`src/rtl/serial_pkg.sv`:
```
// rtl/serial_pkg.sv - shared state encoding for the bit-serial adder
// Purpose: state codes used by serial_adder.
// Ports: none (package).
package serial_pkg;

  localparam logic [1:0] IDLE = 2'd0;
  localparam logic [1:0] RUN  = 2'd1;
  localparam logic [1:0] DONE = 2'd2;

  typedef enum logic [1:0] {
    ST_IDLE = IDLE,
    ST_RUN  = RUN,
    ST_DONE = DONE
  } state_e;

endpackage

```
`src/rtl/serial_adder_full_adder.sv`:
```
// rtl/serial_adder_full_adder.sv - one-bit full adder cell
// Purpose: combinational one-bit add, s = a ^ b ^ cin, carry = majority(a, b, cin).
// Ports: a_i, b_i, cin_i (operand bits, carry in); s_o (sum bit); cout_o (carry out).
module FullAdder (
  input  logic a_i,
  input  logic b_i,
  input  logic cin_i,
  output logic s_o,
  output logic cout_o
);

  assign s_o    = a_i ^ b_i ^ cin_i;
  assign cout_o = (a_i & b_i) | (cin_i & (a_i ^ b_i));

endmodule

```
`src/rtl/serial_adder.sv`:
```
// rtl/serial_adder.sv - bit-serial WIDTH-bit adder, LSB first, one bit per clock
// Purpose: computes {cout, sum} = a + b + cin over WIDTH clocks using one FullAdder.
// Ports: clk, rst (async, active-high); start, a, b, cin (request and operands);
//        busy (high in RUN); done (one-cycle result-valid pulse); sum, cout (held result).
module serial_adder
  import serial_pkg::*;
#(
  parameter int WIDTH = 4
) (
  input  logic             clk,
  input  logic             rst,
  input  logic             start,
  input  logic [WIDTH-1:0] a,
  input  logic [WIDTH-1:0] b,
  input  logic             cin,
  output logic             busy,
  output logic             done,
  output logic [WIDTH-1:0] sum,
  output logic             cout
);

  localparam int CW = $clog2(WIDTH + 1);

  state_e           state_q, state_d;
  logic [WIDTH-1:0] sa_q, sb_q, sr_q, sum_q;
  logic             carry_q, cout_q;
  logic [CW-1:0]    cnt_q;

  logic             fa_s, fa_c;
  logic [WIDTH-1:0] sr_next;
  logic             accept, last_bit;

  FullAdder u_fa (
    .a_i   (sa_q[0]),
    .b_i   (sb_q[0]),
    .cin_i (carry_q),
    .s_o   (fa_s),
    .cout_o(fa_c)
  );

  // New sum bit enters at the MSB, so after WIDTH shifts bit 0 holds the LSB.
  always_comb begin
    sr_next            = sr_q >> 1;
    sr_next[WIDTH-1]   = fa_s;
  end

  // start is only honoured outside RUN; a request during RUN is dropped.
  assign accept   = start && (state_q != ST_RUN);
  assign last_bit = (state_q == ST_RUN) && (cnt_q == CW'(WIDTH - 1));

  always_comb begin
    state_d = state_q;
    case (state_q)
      ST_IDLE: if (start) state_d = ST_RUN;
      ST_RUN:  if (last_bit) state_d = ST_DONE;
      ST_DONE: state_d = start ? ST_RUN : ST_IDLE;
      default: state_d = ST_IDLE;
    endcase
  end

  always_ff @(posedge clk or posedge rst) begin
    if (rst) begin
      state_q <= ST_IDLE;
      sa_q    <= '0;
      sb_q    <= '0;
      sr_q    <= '0;
      sum_q   <= '0;
      carry_q <= 1'b0;
      cout_q  <= 1'b0;
      cnt_q   <= '0;
    end else begin
      state_q <= state_d;
      if (accept) begin
        sa_q    <= a;
        sb_q    <= b;
        carry_q <= cin;
        sr_q    <= '0;
        cnt_q   <= '0;
      end else if (state_q == ST_RUN) begin
        sa_q    <= sa_q >> 1;
        sb_q    <= sb_q >> 1;
        sr_q    <= sr_next;
        carry_q <= fa_c;
        cnt_q   <= cnt_q + CW'(1);
        // Result ports update only on the final bit so they hold across the next add.
        if (last_bit) begin
          sum_q  <= sr_next;
          cout_q <= fa_c;
        end
      end
    end
  end

  assign busy = (state_q == ST_RUN);
  assign done = (state_q == ST_DONE);
  assign sum  = sum_q;
  assign cout = cout_q;

endmodule
```
`config.mk`:
```
export PLATFORM = sky130hd
export DESIGN_NAME = serial_adder
export DESIGN_NICKNAME = d
export VERILOG_FILES = /design/src/rtl/serial_pkg.sv /design/src/rtl/serial_adder_full_adder.sv /design/src/rtl/serial_adder.sv
export SDC_FILE = /design/constraint.sdc
export NUM_CORES = 1
export LEC_CHECK = 0
export ABC_AREA = 1
export CELL_PAD_IN_SITES_DETAIL_PLACEMENT = 2
export CELL_PAD_IN_SITES_GLOBAL_PLACEMENT = 2
export CORE_UTILIZATION = 32
export DETAILED_ROUTE_END_ITERATION = 10
export GPL_TIMING_DRIVEN = 0
export PLACE_DENSITY = 0.86
export SYNTH_ARGS = -nofsm -noshare
export SYNTH_HDL_FRONTEND = slang
export SYNTH_HIERARCHICAL = 1
export SYNTH_SLANG_ARGS = --single-unit
```
`constraint.sdc`:
```
create_clock -name clk -period 1.89 [get_ports clk]
set_input_delay 0.378 -clock clk [delete_from_list [all_inputs] [get_ports clk]]
set_output_delay 0.378 -clock clk [all_outputs]
set_load 0.01 [all_outputs]
```
==> results by group <==
Critical path
  • Buf/Inv on CP: 3
  • WS Path Type: reg2out
  • CP Capture Type: primary output
  • Register-to-register path setup slack: 690 ps
  • CP arrival: 1350 ps
  • Cells on worst reg2reg path: 5
  • Worst-path cell chain: inv_1 > nor2_4 > buf_6 > dlygate4sd2_1
  • Crit start category: flop
  • Data required time at the worst endpoint: 1510 ps
  • Critical path's slowest cell: dfrtp_1
  • Crit-path max FO: 10
  • Worst path top cell family by delay: buffers and inverters
  • Worst path max stage delay: 360 ps
  • CP Depth: 4

Place
  • Routability congestion estimate from global placement: 0.7037
  • Port Buffer Count: 17
  • Dpl cell area: 1201 um2
  • DP Wirelength: 1749 um
  • Dpl cells: 156

Clocking
  • TritonCTS clock tree: yes
  • CTS clk-pin slew, worst paths: 130 ps
  • Root Buffer: clkbuf_4
  • Hold_buf cts: 0
  • Skew-Pair Late Insertion Delay: 330 ps
  • Clock Sinks: 22
  • TritonCTS Buffers: 3
  • H-tree levels: 1
  • Clock buffer depth: 2

Timing
  • Worst Skew: 5.090 ps
  • Fin crit share: 91.41%
  • Slew HR: 42.76%
  • Setup TNS: 0 ps
  • Fmax: 578.8 MHz
  • Final min period: 1728 ps
  • RSZ-0062 raised after global routing: no
  • Number of setup violations in the final report: 0
  • Hold Violations, Final: 0
  • Slew Viols, Final: 0
  • Actual slew at the worst max-slew pin: 857.7 ps

Routing
  • Via/cell ratio: 5.099
  • Detailed-route via count: 826
  • WL/cell: 15.14 um
  • Initial drt markers: 10
  • Initial DRT Pass Iterations: 7
  • Final WL: 2453 um
  • Remaining DRCs: 1
  • Post-route ant nets: 0

Synth
  • Post-Syn Nets: 123
  • Synth area leader: dfrtp_1
  • Async set-or-reset flop fraction in the synthesized netlist: 100.0%
  • Cell area after synthesis: 992.2 um2
  • List of most frequent post-synthesis cells: 31 x nand2_1, 31 x nand3_1, 22 x dfrtp_1
  • Yosys warning total: 6
  • Mapped Cells: 108
  • Number of synthesized flops with an enable pin: 0
  • Ranking of synthesized cells by area: dfrtp_1 55%, nand3_1 16%, nand2_1 12%, ha_1 2.5%, buf_4 2.3%
  • Sequential-to-total area share from yosys stat: 55.49%
  • Yosys reg bits: 22
  • Yosys top cell area share: 55.49%
  • Syn avg cell area: 9.187 um2
  • Number of distinct library cells after synthesis: 17
  • Synth Flop Type: dfrtp_1

Die
  • Area of the core: 2853 um2
  • Die area: 3328 um2
  • # IOs: 19
  • Die Wd: 57.69 um
  • Std-Cell Rows: 19
  • Height of the die: 57.69 um
  • Starting density of the core: 34.78%

GRT
  • First-pass GRT wire length: 4422 um
  • Initial antenna violation count: 0
  • Vias in the first global route: 931
  • Gr usage total: 17.62%
  • Total congestion overflow: 0
  • Pin count of the biggest net entering global routing: 23

Layout
  • Finished Core Util: 44.69%
  • Fin nets: 147
  • Syn-to-layout area delta: 28.50%
  • Final Instance Area: 1275 um2
  • Diode count: 0
  • Non-filler cells, final: 162
  • Filler Cell Count: 338
  • Layout cells sized above 1: 12.98%

Outcome
  • Failing checks: design-rule violations
  • Status: finished, violations left

Pwr
  • IR Drop Worst-Case VDD: 0.4754 mV
  • Pwr Density: 1574 nW/um2
  • Leakage power: 0.6300 nW

Hold path
  • Worst min path class: in2reg
  • Hold Path Stages: 3

Flow run
  • Max-cap viol count: 0
[sequential cells by signal, summed over array words and instances, names as in the netlist]
register and count:
sb_q 4, sr_q 3, cout 1, state_q 2
sa_q 4, carry_q 1, cnt_q 3, sum 4
[final timing paths]
path / from / end
max in group asynchronous: rst / sa_q[1]
worst min-delay path: start / sb_q[3]
min in group asynchronous: rst / sum[1]
worst min register to register: cnt_q[0] / cnt_q[0]
worst max register to register: cnt_q[0] / sum[2]
worst max-delay path: state_q[0] / busy
[metal layers]
metal / wire, um / GRT usage [%]
met3: 93 / 2.679
met4: 42 / 7.143
met2: 1251 / 31.73
met1: 1066 / 21.03
met5: 0 / 0
[tightest hold or removal path, delay by kind of cell]
| family | cells | cell delay, ps |
|---|---|---|
| buffers and inverters | 1 | 150 |
| and+or+nand+nor | 2 | 130 |
[final cells by class]
type | instances | area (um2) | area share, %
buffer | 6 | 53.80 | 4.220
clock buffer | 3 | 22.52 | 1.766
clock inverter | 1 | 30.03 | 2.355
inverter | 7 | 26.28 | 2.061
multi-input combinational | 73 | 370.4 | 29.05
sequential | 22 | 550.5 | 43.18
tap | 31 | 38.79 | 3.042
timing repair buffer | 19 | 182.7 | 14.33
[power by group]
| part | internal [W] | total (W) | switching, W |
|---|---|---|---|
| Clock | 0.000215 | 0.000374 | 0.000160 |
| Combinational | 0.000389 | 0.000859 | 0.000470 |
| Sequential | 0.000658 | 0.000773 | 0.000115 |
[kinds of logic after synthesis]
kind of cell | count (synthesis) | synth area share (%)
and+or+nand+nor | 66 | 30.14
adders and majority gates | 3 | 4.539
AOI/OAI and AO/OA | 4 | 2.144
buffers and inverters | 13 | 7.692
DFF | 22 | 55.49
[timing repair]
| item | in CTS | in global routing |
|---|---|---|
| gates resized for setup | 4 | 0 |
| setup buffers | 2 | 0 |
| setup endpoints to repair | 1 | 0 |
[layout by cell type, fill, tap and decap left out]
cell             synthesis  layout
inv_2                    2       2
nand2_2                  1       1
o21ai_1                  2       2
dfrtp_1                 22      22
nand2_1                 31      31
o21ai_0                  1       1
inv_1                    5       5
buf_4                    3       4
dlygate4sd2_1            0       2
clkdlybuf4s50_1          0      15
o22ai_1                  1       1
nand3_1                 31      31
fa_1                     1       1
nor2_4                   1       2
bufinv_16                0       1
ha_1                     2       2
buf_2                    1       1
nor2_1                   1       1
buf_6                    2       3
clkbuf_4                 0       3
[per-stage QoR]
| stage | worst slack, ps | hold WS (ps) | total power (W) |
|---|---|---|---|
| 6_report | 162.3 | 352.0 | 0.002006 |
| 5_1_grt | 83.35 | 368.2 | 0.002163 |
| 4_1_cts | 135.9 | 349.7 | 0.002045 |
| 3_5_place_dp | 107.5 | 471.1 | 0.001627 |
| 3_3_place_gp | 135.9 | 460.6 | 0.001566 |
| 2_1_floorplan | 787.5 | 367.2 | 0.001307 |
(Power assumes the default switching activity.)
